## config.mk

```make
export PLATFORM = sky130hd
export DESIGN_NAME = phy_rx_deframer
export DESIGN_NICKNAME = d
export VERILOG_FILES = /design/src/rtl/eth_frame_pkg.sv /design/src/rtl/rx_nibble_pack.sv /design/src/rtl/phy_rx_deframer.sv
export SDC_FILE = /design/constraint.sdc
export NUM_CORES = 1
export LEC_CHECK = 0
export BUFFER_PORTS_ARGS = -buffer_cell sky130_fd_sc_hd__buf_2
export CAP_MARGIN = 20
export CORE_MARGIN = 3
export CORE_UTILIZATION = 30
export CTS_BUF_LIST = sky130_fd_sc_hd__clkbuf_8 sky130_fd_sc_hd__clkbuf_16
export DETAILED_ROUTE_END_ITERATION = 6
export PLACE_DENSITY = 0.54
export SLEW_MARGIN = 20
export SYNTH_ARGS = -nofsm -noshare
export SYNTH_HDL_FRONTEND = slang
export SYNTH_SLANG_ARGS = --single-unit
```

## constraint.sdc

```tcl
create_clock -name clk_phy -period 2.1 [get_ports clk_phy]
set_input_delay 0.42 -clock clk_phy [delete_from_list [all_inputs] [get_ports clk_phy]]
set_output_delay 0.42 -clock clk_phy [all_outputs]
set_load 0.1 [all_outputs]
```

## src/rtl/eth_frame_pkg.sv

```systemverilog
// Shared Ethernet framing definitions: nibble markers, control-block layout
// and the receive deframer state encoding.
package eth_frame_pkg;

    localparam logic [3:0] PREAMBLE_NIB = 4'h5;
    localparam logic [3:0] SFD_HI_NIB   = 4'hD;

    localparam int LEN_W  = 12;
    localparam int CTRL_W = 2 * LEN_W;

    localparam int CTRL_LEN_HI_MSB = 23;
    localparam int CTRL_LEN_HI_LSB = 12;
    localparam int CTRL_LEN_LO_MSB = 11;
    localparam int CTRL_LEN_LO_LSB = 0;

    localparam logic [LEN_W-1:0] LEN_SAT = '1;

    typedef enum logic [1:0] {
        IDLE     = 2'd0,
        PREAMBLE = 2'd1,
        DATA     = 2'd2,
        DROP     = 2'd3
    } rx_state_t;

    // Length is carried twice so the transmit side can cross-check the block.
    function automatic logic [CTRL_W-1:0] pack_ctrl(input logic [LEN_W-1:0] len);
        logic [CTRL_W-1:0] ctrl;
        ctrl = '0;
        ctrl[CTRL_LEN_HI_MSB:CTRL_LEN_HI_LSB] = len;
        ctrl[CTRL_LEN_LO_MSB:CTRL_LEN_LO_LSB] = len;
        return ctrl;
    endfunction

endpackage

```

## src/rtl/rx_nibble_pack.sv

```systemverilog
// Packs a low-nibble-first stream into bytes; the byte and its valid pulse
// appear one clock after the high nibble is sampled.
module rx_nibble_pack
    import eth_frame_pkg::*;
(
    input  logic       clk_phy,
    input  logic       reset,
    input  logic       clear,
    input  logic       en,
    input  logic [3:0] nib_in,
    output logic       phase,
    output logic       byte_done,
    output logic [7:0] data_out,
    output logic       data_valid
);

    logic [3:0] low_nib;

    assign byte_done = en & phase;

    always_ff @(posedge clk_phy or negedge reset) begin
        if (!reset) begin
            phase <= 1'b0;
        end else if (clear) begin
            phase <= 1'b0;
        end else if (en) begin
            phase <= ~phase;
        end
    end

    always_ff @(posedge clk_phy or negedge reset) begin
        if (!reset) begin
            low_nib <= 4'h0;
        end else if (en && !phase) begin
            low_nib <= nib_in;
        end
    end

    // Stage p0 -> p1: assembled byte registered with its one-cycle valid.
    always_ff @(posedge clk_phy or negedge reset) begin
        if (!reset) begin
            data_out   <= 8'h00;
            data_valid <= 1'b0;
        end else begin
            data_valid <= byte_done && !clear;
            if (byte_done && !clear) begin
                data_out <= {nib_in, low_nib};
            end
        end
    end

endmodule

```

## src/rtl/phy_rx_deframer.sv

```systemverilog
// Receive deframer: strips preamble/SFD, emits bytes, and reports frame
// length plus a discard flag at end of frame.
module phy_rx_deframer
    import eth_frame_pkg::*;
#(
    parameter int MIN_LEN = 64,
    parameter int MAX_LEN = 2047
) (
    input  logic                clk_phy,
    input  logic                reset,
    input  logic [3:0]          phy_data_in,
    input  logic                phy_rx_dv,
    output logic [7:0]          f_data_out,
    output logic                f_rec_data_valid,
    output logic [CTRL_W-1:0]   f_ctrl_out,
    output logic                f_rec_frame_valid,
    output logic                f_frame_err
);

    localparam logic [LEN_W-1:0] MIN_LEN_L = LEN_W'(MIN_LEN);
    localparam logic [LEN_W-1:0] MAX_LEN_L = LEN_W'(MAX_LEN);

    rx_state_t        state;
    rx_state_t        state_nxt;
    logic             sfd_seen;
    logic             pack_en;
    logic             frame_end;
    logic             phase;
    logic             byte_done;
    logic [LEN_W-1:0] byte_cnt;

    function automatic logic [LEN_W-1:0] sat_inc(input logic [LEN_W-1:0] cnt);
        return (cnt == LEN_SAT) ? cnt : cnt + 1'b1;
    endfunction

    // A trailing half byte or an out-of-range length both mark the frame bad.
    function automatic logic frame_bad(input logic [LEN_W-1:0] len,
                                       input logic             odd_nib);
        return odd_nib || (len < MIN_LEN_L) || (len > MAX_LEN_L);
    endfunction

    always_ff @(posedge clk_phy or negedge reset) begin
        if (!reset) begin
            state <= IDLE;
        end else begin
            state <= state_nxt;
        end
    end

    always_comb begin
        state_nxt = state;
        unique case (state)
            IDLE: begin
                if (phy_rx_dv) begin
                    state_nxt = (phy_data_in == PREAMBLE_NIB) ? PREAMBLE : DROP;
                end
            end
            PREAMBLE: begin
                if (!phy_rx_dv) begin
                    state_nxt = IDLE;
                end else if (phy_data_in == SFD_HI_NIB) begin
                    state_nxt = DATA;
                end else if (phy_data_in != PREAMBLE_NIB) begin
                    state_nxt = DROP;
                end
            end
            DATA: begin
                if (!phy_rx_dv) begin
                    state_nxt = IDLE;
                end
            end
            DROP: begin
                if (!phy_rx_dv) begin
                    state_nxt = IDLE;
                end
            end
            default: state_nxt = IDLE;
        endcase
    end

    // PREAMBLE is only ever entered or held on a 5, so a D there always follows a 5.
    always_comb begin
        sfd_seen  = 1'b0;
        pack_en   = 1'b0;
        frame_end = 1'b0;
        unique case (state)
            PREAMBLE: sfd_seen  = phy_rx_dv && (phy_data_in == SFD_HI_NIB);
            DATA: begin
                pack_en   = phy_rx_dv;
                frame_end = !phy_rx_dv;
            end
            default: ;
        endcase
    end

    rx_nibble_pack u_pack (
        .clk_phy    (clk_phy),
        .reset      (reset),
        .clear      (sfd_seen),
        .en         (pack_en),
        .nib_in     (phy_data_in),
        .phase      (phase),
        .byte_done  (byte_done),
        .data_out   (f_data_out),
        .data_valid (f_rec_data_valid)
    );

    always_ff @(posedge clk_phy or negedge reset) begin
        if (!reset) begin
            byte_cnt <= '0;
        end else if (sfd_seen) begin
            byte_cnt <= '0;
        end else if (byte_done) begin
            byte_cnt <= sat_inc(byte_cnt);
        end
    end

    // Stage p0 -> p1: end-of-frame pulse; ctrl and error hold until the next frame.
    always_ff @(posedge clk_phy or negedge reset) begin
        if (!reset) begin
            f_rec_frame_valid <= 1'b0;
            f_ctrl_out        <= '0;
            f_frame_err       <= 1'b0;
        end else begin
            f_rec_frame_valid <= frame_end;
            if (frame_end) begin
                f_ctrl_out  <= pack_ctrl(byte_cnt);
                f_frame_err <= frame_bad(byte_cnt, phase);
            end
        end
    end

endmodule

```

==> impl_results.html <==
<table>
<tr><th>Metric</th><th>Value</th></tr>
<tr><th colspan="2">Timing</th></tr>
<tr><td>Final setup violation count</td><td>0</td></tr>
<tr><td>Least-Margin Pin Slew</td><td>0.4883 ns</td></tr>
<tr><td>Hold violation total from the final report</td><td>0</td></tr>
<tr><td>Sum Neg Setup Slack</td><td>0 ns</td></tr>
<tr><td>Slew Viols, Final</td><td>0</td></tr>
<tr><td>Unrepaired setup endpoints after global routing</td><td>false</td></tr>
<tr><td>Worst-case clock skew</td><td>0.007169 ns</td></tr>
<tr><td>Ratio of final minimum period to clock period</td><td>0.8779</td></tr>
<tr><td>Tightest slew margin relative to the limit</td><td>0.6767</td></tr>
<tr><td>Minimum clock period after layout</td><td>1.844 ns</td></tr>
<tr><td>Max Clock Freq</td><td>542.4 MHz</td></tr>
<tr><th colspan="2">Logic synthesis</th></tr>
<tr><td>Post-synthesis share of cell area spent on xor and xnor gates</td><td>0</td></tr>
<tr><td>Synth warn</td><td>0</td></tr>
<tr><td>Gate count of the mapped netlist</td><td>168</td></tr>
<tr><td>Net count after synthesis</td><td>176</td></tr>
<tr><td>Yosys reg bits</td><td>42</td></tr>
<tr><td>Post-Synthesis Cell Area</td><td>around 1900 um2</td></tr>
<tr><td>Proportion of netlist area held by the largest area contributor</td><td>0.5505</td></tr>
<tr><td>Number of distinct library cell variants in the gate-level netlist after synthesis</td><td>39</td></tr>
<tr><td>Mux cell area share after synthesis</td><td>0.09436</td></tr>
<tr><td>Leading area contributor after synthesis</td><td>sky130_fd_sc_hd__dfrtp_1</td></tr>
<tr><td>Share of synthesized area occupied by flip-flops and latches</td><td>0.5505</td></tr>
<tr><td>Fraction of the mapped netlist area in compound gates</td><td>0.1035</td></tr>
<tr><td>Synthesized-area fraction occupied by adder cells</td><td>0.006553</td></tr>
<tr><td>Basic-gate share of the synthesized area counting and, or, nand and nor cells</td><td>0.1756</td></tr>
<tr><td>Mean cell area of the mapped netlist</td><td>11.37 um2</td></tr>
<tr><td>Combinational family with the most area after synthesis</td><td>simple AND/OR/NAND/NOR gates</td></tr>
<tr><td>Ranking of synthesized cells by area</td><td>sky130_fd_sc_hd__dfrtp_1 55%, sky130_fd_sc_hd__mux2_2 9.4%, sky130_fd_sc_hd__buf_4 5.1%, sky130_fd_sc_hd__nand2_1 4.9%, sky130_fd_sc_hd__o31ai_1 2.4%</td></tr>
<tr><th colspan="2">Placement</th></tr>
<tr><td>Post-Place Cells</td><td>between 200 and 300</td></tr>
<tr><td>Placer Congestion</td><td>between 0.7 and 0.8</td></tr>
<tr><td>Number of port buffers</td><td>just over 40</td></tr>
<tr><td>DPL Wire Length</td><td>approximately 2.6 mm</td></tr>
<tr><th colspan="2">Route</th></tr>
<tr><td>Final WL</td><td>about 3.8 mm</td></tr>
<tr><td>Remaining routing DRC violations</td><td>0</td></tr>
<tr><td>Initial DRT Pass Iterations</td><td>4</td></tr>
<tr><td>Routed Antenna Nets</td><td>0</td></tr>
<tr><td>Starting DRT DRC Count</td><td>35</td></tr>
<tr><td>Avg WL per Cell</td><td>13.60 um</td></tr>
<tr><td>Number of vias in the routed layout</td><td>1357</td></tr>
<tr><td>Number of vias per cell</td><td>4.864</td></tr>
<tr><th colspan="2">Global routing</th></tr>
<tr><td>Initial antenna violation count</td><td>0</td></tr>
<tr><td>Vias in the first global route</td><td>approximately 1300</td></tr>
<tr><td>Wire length of the first global-routing pass</td><td>6.534 mm</td></tr>
<tr><td>Pin count of the biggest net entering global routing</td><td>43</td></tr>
<tr><td>Global-route total usage across every layer</td><td>0.1137</td></tr>
<tr><td>Aggregate global routing overflow</td><td>0</td></tr>
<tr><th colspan="2">Power</th></tr>
<tr><td>Worst IR Drop VDD</td><td>0.8706 mV</td></tr>
<tr><td>Power per Cell Area</td><td>1346 nW/um2</td></tr>
<tr><td>Post-layout total power</td><td>2.996 mW</td></tr>
<tr><td>Leakage dissipation</td><td>1.096 nW</td></tr>
<tr><th colspan="2">Setup path</th></tr>
<tr><td>Data required time at the worst endpoint</td><td>2.31 ns</td></tr>
<tr><td>Endpoint class of the critical path</td><td>flop</td></tr>
<tr><td>Type of the worst setup path</td><td>reg -&gt; reg</td></tr>
<tr><td>Biggest fanout along the worst timing path</td><td>14</td></tr>
<tr><td>Crit path launch type</td><td>flop</td></tr>
<tr><td>Arrival time reported for the critical path endpoint</td><td>2.05 ns</td></tr>
<tr><td>Flop-to-flop setup slack</td><td>0.26 ns</td></tr>
<tr><th colspan="2">Cells and area</th></tr>
<tr><td>Total inserted antenna cells</td><td>0</td></tr>
<tr><td>Share of post-route cells with drive strength above 1</td><td>0.3676</td></tr>
<tr><td>Fill cell instance count of the final layout</td><td>just over 600</td></tr>
<tr><td>Area overhead of the layout relative to synthesis</td><td>16.58%</td></tr>
<tr><td>Post-layout nets</td><td>211</td></tr>
<tr><td>Count of placed standard cells in the final layout, fillers left out</td><td>roughly 280</td></tr>
<tr><th colspan="2">Clock network</th></tr>
<tr><td>Post-CTS Setup Inserts</td><td>0</td></tr>
<tr><td>Post_cts resized</td><td>0</td></tr>
<tr><td>Cell chosen for the clock root</td><td>sky130_fd_sc_hd__clkbuf_8</td></tr>
<tr><td>Sinks on Clock Net</td><td>42</td></tr>
<tr><td>H-tree Lvls</td><td>2</td></tr>
<tr><td>Maximum clock path buffer count</td><td>2</td></tr>
<tr><td>CTS tree</td><td>built</td></tr>
<tr><td>Clock transition at the register clock pins on the worst setup and hold paths after CTS</td><td>0.08 ns</td></tr>
<tr><td>Number of buffers added by the clock tree synthesis step</td><td>5</td></tr>
<tr><td>Post-CTS Hold Fix Bufs</td><td>0</td></tr>
<tr><td>Clock latency at the later pin of the worst-skew pair</td><td>slightly below 0.3 ns</td></tr>
<tr><th colspan="2">Floorplan</th></tr>
<tr><td>Horizontal die dimension</td><td>85.78 um</td></tr>
<tr><td>Standard-cell row count</td><td>28</td></tr>
<tr><td>Starting utilization of the core area</td><td>0.3169</td></tr>
<tr><td>Overall die area</td><td>7357 um2</td></tr>
<tr><td>Vertical extent of the die</td><td>between 80 and 90 um</td></tr>
<tr><td>I/O pins</td><td>42</td></tr>
<tr><td>Core area</td><td>6026 um2</td></tr>
<tr><th colspan="2">Status</th></tr>
<tr><td>Run status</td><td>complete, no violations</td></tr>
<tr><th colspan="2">Worst hold path</th></tr>
<tr><td>Type of the tightest min-delay check</td><td>in -&gt; async</td></tr>
<tr><th colspan="2">Flow run</th></tr>
<tr><td>Max Cap Violations</td><td>0</td></tr>
</table>
## power breakdown
| part | switching (mW) | internal, mW | total (mW) |
|---|---|---|---|
| sequential | 0.125 | 0.978 | 1.10 |
| clock | 0.262 | 0.260 | 0.522 |
| combinational | 1.16 | 0.216 | 1.37 |
## area by class of cell
class | instances | area, um2 | share of cell area
clock buffers | 6 | 82.58 | 0.03710
clock inverters | 2 | 8.758 | 0.003935
inverters | 3 | 16.27 | 0.007307
multi-input cells | 106 | 725.7 | 0.3260
flip-flops and latches | 42 | 1051 | 0.4722
well taps | 75 | 93.84 | 0.04216
repair buffers | 45 | 247.7 | 0.1113
## kinds of logic after synthesis
family                   Yosys count
buffers and inverters             20
AND/OR/NAND/NOR                   60
adder cells (fa/ha/maj)            1
flip-flops                        42
multiplexers                      16
AO/OA/AOI/OAI                     29
## synthesized netlist by cell type, drive strengths merged
cell and n:
a211oi 1, a21boi 1, a21o 1, a21oi 7, a311oi 1, a41oi 1
and2 1, and3 2, and4 1, buf 16, clkbuf 1, clkinv 1
dfrtp 42, ha 1, inv 2, mux2 16, nand2 26, nand3 6
nand4 4, nor2 6, nor2b 1, nor3 3, nor3b 2, nor4bb 1
o211ai 3, o21ai 4, o311ai 2, o31ai 6, o41ai 2, or2 1
or2b 1, or3 2, or4 3
## metal layers
| layer | track usage | wire length, um | part of all wire |
|---|---|---|---|
| met5 | 0 | 0 | 0 |
| met4 | 0.04317 | 49 | 0.013 |
| met3 | 0.02882 | 195 | 0.051 |
| met2 | 0.1815 | 1695 | 0.45 |
| met1 | 0.1485 | 1854 | 0.49 |
## worst max-delay path: stages, from the launching register on
cell	delay (ns)
sky130_fd_sc_hd__dfrtp_1	0.43
sky130_fd_sc_hd__nor2b_4	0.17
sky130_fd_sc_hd__nand3_4	0.19
sky130_fd_sc_hd__clkinv_4	0.17
sky130_fd_sc_hd__nand3_2	0.15
sky130_fd_sc_hd__or4_1	0.49
sky130_fd_sc_hd__a21oi_1	0.16
## per-stage QoR
step	worst slack [ns]	util	hold WS (ns)	instance area, um2
after floorplan	0.3431	-	0.1244	1909
after global placement	0.2518	0.3542	0.4175	2135
after detailed placement	0.2392	0.3542	0.4188	2135
after CTS	0.2483	0.3694	0.1012	2226
after global routing	0.09895	0.3694	0.1015	2226
final	0.2565	0.3694	0.09342	2226
## sequential cells by signal (all words and copies together), names as in the netlist
name,flops
u_pack.data_valid,1
byte_cnt,12
f_frame_err,1
u_pack.phase,1
f_rec_frame_valid,1
u_pack.data_out,8
u_pack.low_nib,4
f_ctrl_out,12
state,2
## final timing paths
path,cells after the start,endpoint,start
worst max-delay path,6,byte_cnt[6]$_DFFE_PN0P_,state[0]$_DFFE_PN0P_
worst min-delay path,2,f_ctrl_out[18]$_DFFE_PN0P_,reset
worst max register to register,6,byte_cnt[6]$_DFFE_PN0P_,state[0]$_DFFE_PN0P_
worst min register to register,2,u_pack.data_out[2]$_DFFE_PN0P_,u_pack.low_nib[2]$_DFFE_PN0P_
max in group asynchronous,2,u_pack.data_valid$_DFF_PN0_,reset
min in group clk_phy,3,u_pack.data_out[5]$_DFFE_PN0P_,phy_data_in[1]
## cells in the final DEF (no fill, tap or decap), types with 4 or more instances in the layout
| cell type | instances |
|---|---|
| sky130_fd_sc_hd__o21ai_0 | 4 |
| sky130_fd_sc_hd__clkbuf_8 | 6 |
| sky130_fd_sc_hd__nor2_1 | 6 |
| sky130_fd_sc_hd__buf_2 | 41 |
| sky130_fd_sc_hd__dfrtp_1 | 42 |
| sky130_fd_sc_hd__mux2_2 | 16 |
| sky130_fd_sc_hd__nand2_1 | 25 |
| sky130_fd_sc_hd__a21oi_1 | 7 |
| sky130_fd_sc_hd__o31ai_1 | 6 |
| sky130_fd_sc_hd__nand4_1 | 4 |
| sky130_fd_sc_hd__nand3_1 | 4 |
No activity file was read; power rests on OpenSTA's default activity.
